<file path="config.mk">
export PLATFORM = sky130hd
export DESIGN_NAME = multi_collision_detector
export DESIGN_NICKNAME = d
export VERILOG_FILES = /design/src/rtl/multi_collision_detector.sv
export SDC_FILE = /design/constraint.sdc
export NUM_CORES = 1
export LEC_CHECK = 0
export BUFFER_PORTS_ARGS = -buffer_cell sky130_fd_sc_hd__buf_2
export CAP_MARGIN = 10
export CORE_MARGIN = 4
export CORE_UTILIZATION = 30
export DETAILED_ROUTE_END_ITERATION = 12
export PLACE_DENSITY = 0.55
export SLEW_MARGIN = 20
export SYNTH_ARGS = -nofsm -noshare
export SYNTH_HDL_FRONTEND = slang
export SYNTH_SLANG_ARGS = --single-unit
</file>
<file path="constraint.sdc">
create_clock -name clk -period 7.4 [get_ports clk]
set_input_delay 0.37 -clock clk [delete_from_list [all_inputs] [get_ports clk]]
set_output_delay 0.37 -clock clk [all_outputs]
set_load 0.05 [all_outputs]
</file>
<file path="src/rtl/multi_collision_detector.sv">
// Per-channel paddle/ball collision detector: counts target-colour hit pixels per frame and pulses on threshold.
// Optional per-channel speed estimator compiled only with `define COLLISION_SPEED_EST_EN.
module multi_collision_detector #(
  parameter int unsigned NUM_CH         = 2,
  parameter int unsigned CNT_W          = 12,
  parameter int unsigned HIT_THRESH     = 20,
  parameter int unsigned HOLDOFF_FRAMES = 8,
  parameter int unsigned H_ACTIVE       = 640,
  parameter int unsigned V_ACTIVE       = 480
) (
  input  logic                    clk,
  input  logic                    reset,
  input  logic [9:0]              x_pixel,
  input  logic [9:0]              y_pixel,
  input  logic                    DE,
  input  logic                    is_target_color,
  input  logic [NUM_CH-1:0]       is_hit_area,
  input  logic [NUM_CH-1:0]       arm,
  output logic [NUM_CH-1:0]       collision_detected,
  output logic                    collision_any,
  output logic [NUM_CH*CNT_W-1:0] hit_count,
  output logic [NUM_CH*8-1:0]     speed_est
);

  localparam logic [CNT_W-1:0] CNT_MAX   = '1;
  localparam logic [7:0]       HOLD_LOAD = 8'(HOLDOFF_FRAMES);

  typedef enum logic [1:0] {
    DISARMED = 2'd0,
    ARMED    = 2'd1,
    HOLDOFF  = 2'd2
  } state_t;

  logic             frame_end;
  logic             fe_valid;
  logic             synced_q;
  logic [CNT_W-1:0] cnt_q     [NUM_CH];
  logic [CNT_W-1:0] cnt_final [NUM_CH];
  logic [NUM_CH-1:0] over_thresh;
  state_t           state_q   [NUM_CH];
  state_t           state_d   [NUM_CH];
  logic [7:0]       hold_q    [NUM_CH];
  logic [7:0]       hold_d    [NUM_CH];
  logic [NUM_CH-1:0] pulse_d;

  assign frame_end = DE && (x_pixel == 10'(H_ACTIVE - 1)) && (y_pixel == 10'(V_ACTIVE - 1));
  // Frame-end effects are suppressed until one full frame boundary has been seen after reset
  assign fe_valid  = frame_end && synced_q;

  // Saturating running count including the current pixel
  always_comb begin
    for (int unsigned n = 0; n < NUM_CH; n++) begin
      cnt_final[n]   = cnt_q[n];
      over_thresh[n] = 1'b0;
      if (DE && is_target_color && is_hit_area[n] && (cnt_q[n] != CNT_MAX)) begin
        cnt_final[n] = cnt_q[n] + CNT_W'(1);
      end
      over_thresh[n] = (32'(cnt_final[n]) >= 32'(HIT_THRESH)) || (cnt_final[n] == CNT_MAX);
    end
  end

  // Running counters and per-frame snapshot
  always_ff @(posedge clk or negedge reset) begin
    if (!reset) begin
      synced_q  <= 1'b0;
      hit_count <= '0;
      for (int unsigned n = 0; n < NUM_CH; n++) begin
        cnt_q[n] <= '0;
      end
    end else begin
      if (frame_end) begin
        synced_q <= 1'b1;
      end
      for (int unsigned n = 0; n < NUM_CH; n++) begin
        cnt_q[n] <= frame_end ? '0 : cnt_final[n];
        if (fe_valid) begin
          hit_count[n*CNT_W +: CNT_W] <= cnt_final[n];
        end
      end
    end
  end

  // Per-channel arm / holdoff FSM
  always_comb begin
    for (int unsigned n = 0; n < NUM_CH; n++) begin
      state_d[n] = state_q[n];
      hold_d[n]  = hold_q[n];
      pulse_d[n] = 1'b0;
      case (state_q[n])
        DISARMED: begin
          if (arm[n]) begin
            state_d[n] = ARMED;
          end
        end
        ARMED: begin
          if (!arm[n]) begin
            state_d[n] = DISARMED;
          end else if (fe_valid && over_thresh[n]) begin
            pulse_d[n] = 1'b1;
            state_d[n] = HOLDOFF;
            hold_d[n]  = HOLD_LOAD;
          end
        end
        HOLDOFF: begin
          if (fe_valid) begin
            hold_d[n] = hold_q[n] - 8'd1;
            if (hold_q[n] == 8'd1) begin
              state_d[n] = arm[n] ? ARMED : DISARMED;
            end
          end
        end
        default: begin
          state_d[n] = DISARMED;
        end
      endcase
    end
  end

  always_ff @(posedge clk or negedge reset) begin
    if (!reset) begin
      collision_detected <= '0;
      collision_any      <= 1'b0;
      for (int unsigned n = 0; n < NUM_CH; n++) begin
        state_q[n] <= DISARMED;
        hold_q[n]  <= '0;
      end
    end else begin
      collision_detected <= pulse_d;
      collision_any      <= |pulse_d;
      for (int unsigned n = 0; n < NUM_CH; n++) begin
        state_q[n] <= state_d[n];
        hold_q[n]  <= hold_d[n];
      end
    end
  end

`ifdef COLLISION_SPEED_EST_EN
  logic [7:0] streak_q [NUM_CH];
  logic [7:0] streak_d [NUM_CH];

  // Consecutive armed frames with a nonzero count, including the current frame
  always_comb begin
    for (int unsigned n = 0; n < NUM_CH; n++) begin
      streak_d[n] = streak_q[n];
      if (fe_valid) begin
        if ((state_q[n] == ARMED) && arm[n] && (cnt_final[n] != '0)) begin
          streak_d[n] = (streak_q[n] == 8'hFF) ? streak_q[n] : streak_q[n] + 8'd1;
        end else begin
          streak_d[n] = '0;
        end
      end
    end
  end

  always_ff @(posedge clk or negedge reset) begin
    if (!reset) begin
      speed_est <= '0;
      for (int unsigned n = 0; n < NUM_CH; n++) begin
        streak_q[n] <= '0;
      end
    end else begin
      for (int unsigned n = 0; n < NUM_CH; n++) begin
        streak_q[n] <= streak_d[n];
        if (pulse_d[n]) begin
          speed_est[n*8 +: 8] <= streak_d[n];
        end
      end
    end
  end
`else
  assign speed_est = '0;
`endif

endmodule

</file>
==> metrics <==
clock root cell=clkbuf_16; Fillers=1326; P_int=0.7731 mW; EDFF count, synth=0; Yosys warning total=0; status=finished clean; hold buffers post-CTS=0; DRC=0; Setup Total Neg Slack=0 ps; Worst Tran Pin Value=1007 ps; Commonest cells post-synth=dfrtp_1, nand2_1, nor2_1, o21ai_0, buf_4; Final Skew=approximately 7.4 ps; GRT Residual Overflow=0; dpl hpwl=about 6.3 mm; largest stage delay on the critical path=around 730 ps; CP max-delay cell=o41ai_2; Hold WC Path Type=input pin to asynchronous set/reset pin; P_sw=0.3001 mW; WS Path Type=flip-flop to flip-flop; first-pass GRT wire length=roughly 15 mm; leakage=just over 2 nW; Max Root-Sink Buffers=2; largest net degree at the start of global routing=73; # setup viols final=0; CTS clk-pin slew, worst paths=60 ps; CP endpoint kind=flip-flop; Max Fanout on Critical Path=7; Area Growth Syn to Fin=17.82%; FF/Latch Area=1802 um^2; Nets=approximately 500; gpl congestion=0.8491; syn avg cell area=9.446 um^2; WL final=8.846 mm; die span in y=121.8 um; ANT cells=0; multi-input logic area=between 1500 and 2000 um^2; I/O pin cnt=around 70; top_reg_cell synth=dfrtp_1; minimum clock period=between 2000 and 3000 ps; top cells by area, synth=dfrtp_1, nand2_1, nor2_1; drt initial violations=about 220; number of CTS-inserted buffers=9; Power, Total=1.073 mW; Via density=~4.9; Post-synth ARST share=100.0%; DR WL/cell=13.84 um; WP data required=7620 ps; Buffers on Ports=54; clk sink count=72; H-tree lvl count=3; Hold Vio Cnt, Final=0; achievable clock frequency=about 370 MHz; Netlist cell types=64; Syn Std Cell Area=3882 um^2; Max-Cap Viols=0; data arrival time of the critical path=2920 ps; Yosys top cell by area=dfrtp_1; Flop pwr share=42.5%; vias in the first global route=2902; Synth Instances=411; Die W=121.8 um; clock power share=43.8%; Final Cycle Share=36.49%; Rel. slew slack=around a third; setup bufs post-CTS=0; Die Area=14830 um^2; most frequent cell after synthesis=dfrtp_1; Pre-Repair DR Iteration Count=4; worst-skew pair later-pin latency=330 ps; PD cells=roughly 230 nW/um^2; Post-DRT Antenna Nets=0; critical path, cell by cell=ha_1 > inv_1 > o41ai_2 > o21a_2 > o32ai_4 > a31oi_4 > o21ai_1 > mux2_2; CTS tree=built; Synth Register Bits=72; CP Launch Type=flip-flop; Core Box Area=12670 um^2; initial core utilization=30.64%; count of pins over their slew limit=0; Cell Rows=41; top cell type's share of synthesized area=46.41%; RSZ-0062 raised after global routing=false; maximum vdd drop=0.1211 mV; share of cells above drive strength 1=20.56%; Post-CTS Resized=0; vias=approximately 3100; Comb power frac=a little over an eighth; antenna violations before repair=0; Net Sw Frac=27.96%; register area share after synthesis=46.41%; gr usage total=12.49%
==> worst max-delay path: cells and delay by family (launching register included) <==
kind / cells / cell delay [ps]
compound gates: 5 / 1530
flops: 1 / 440
mux: 1 / 290
fa+ha+maj: 1 / 230
buf+inv: 1 / 90
==> power groups by stage <==
stage / combinational (mW) / sequential [mW] / clock (mW)
2_1_floorplan: 0.113 / 0.455 / 0
3_3_place_gp: 0.147 / 0.463 / 0
3_5_place_dp: 0.149 / 0.462 / 0
4_1_cts: 0.149 / 0.456 / 0.481
5_1_grt: 0.167 / 0.461 / 0.498
6_report: 0.147 / 0.456 / 0.470
==> cells by family (layout without fill, tap and decap cells) <==
family | count (synthesis) | count (layout) | synth area share [%]
and+or+nand+nor | 183 | 183 | 24.85
AOI/OAI and AO/OA | 83 | 83 | 14.92
DFF | 72 | 72 | 46.41
buffers and inverters | 42 | 83 | 5.962
xor gates and xnor gates | 16 | 16 | 3.609
muxes | 8 | 8 | 2.224
adders and majority gates | 6 | 6 | 1.934
other | 1 | 16 | 0.09659
==> metal layers <==
| metal | up-vias | part of all wire (%) | track usage [%] | wire (um) |
|---|---|---|---|---|
| met5 | - | 0 | 0 | 0 |
| met4 | 0 | 0.83 | 3.221 | 73 |
| met3 | 4 | 4.5 | 4.364 | 397 |
| met2 | 56 | 46 | 19.03 | 4060 |
| met1 | 1495 | 49 | 17.01 | 4314 |
| li1 | 1546 | - | - | - |
==> through the flow <==
| stage | cells | hold slack [ps] | cell area, um^2 | util, % | setup slack [ps] |
|---|---|---|---|---|---|
| global placement | 623 | 465.4 | 4253 | 33.56 | 4649 |
| global route | 639 | 289.0 | 4574 | 36.10 | 4518 |
| CTS | 639 | 264.6 | 4574 | 36.10 | 4686 |
| finish | 639 | 245.1 | 4574 | 36.10 | 4700 |
| detailed placement | 623 | 469.3 | 4253 | 33.56 | 4574 |
| floorplan | 426 | 74.41 | 3939 | - | 5014 |
==> layout by cell type, fill, tap and decap left out, drive strengths merged, types with 11 or more instances in the layout <==
master / synthesis / final
nand2: 48 / 48
dfrtp: 72 / 72
nand4: 13 / 13
nand3: 11 / 11
nor2: 46 / 46
buf: 21 / 57
o21ai: 36 / 36
conb: 1 / 16
==> worst paths after layout <==
check                              start       endpoint  slack (ps)  cells after the start
max in group asynchronous          reset       cnt_q[6]        6550                      2
hold / removal                     reset      hold_q[5]         250                      2
setup reg to reg               cnt_q[12]      hold_q[8]        4700                      8
min in group clk                  arm[1]     state_q[0]         280                      3
setup / recovery               cnt_q[12]      hold_q[8]        4700                      8
hold reg to reg            hit_count[23]  hit_count[23]         480                      2
==> final cells by class <==
| type | count | area share (%) |
|---|---|---|
| multi-input combinational | 312 | 41.66 |
| sequential | 72 | 39.39 |
| timing repair buffer | 57 | 6.400 |
| clock buffer | 10 | 5.224 |
| tap | 172 | 4.705 |
| clock inverter | 6 | 1.805 |
| inverter | 10 | 0.8206 |
==> registers in the layout (all words and copies together) (netlist names) <==
signal / flops
state_q: 4
synced_q: 1
collision_detected: 2
collision_any: 1
cnt_q: 24
hold_q: 16
hit_count: 24
Note: power is estimated with default switching activity, not from simulation.
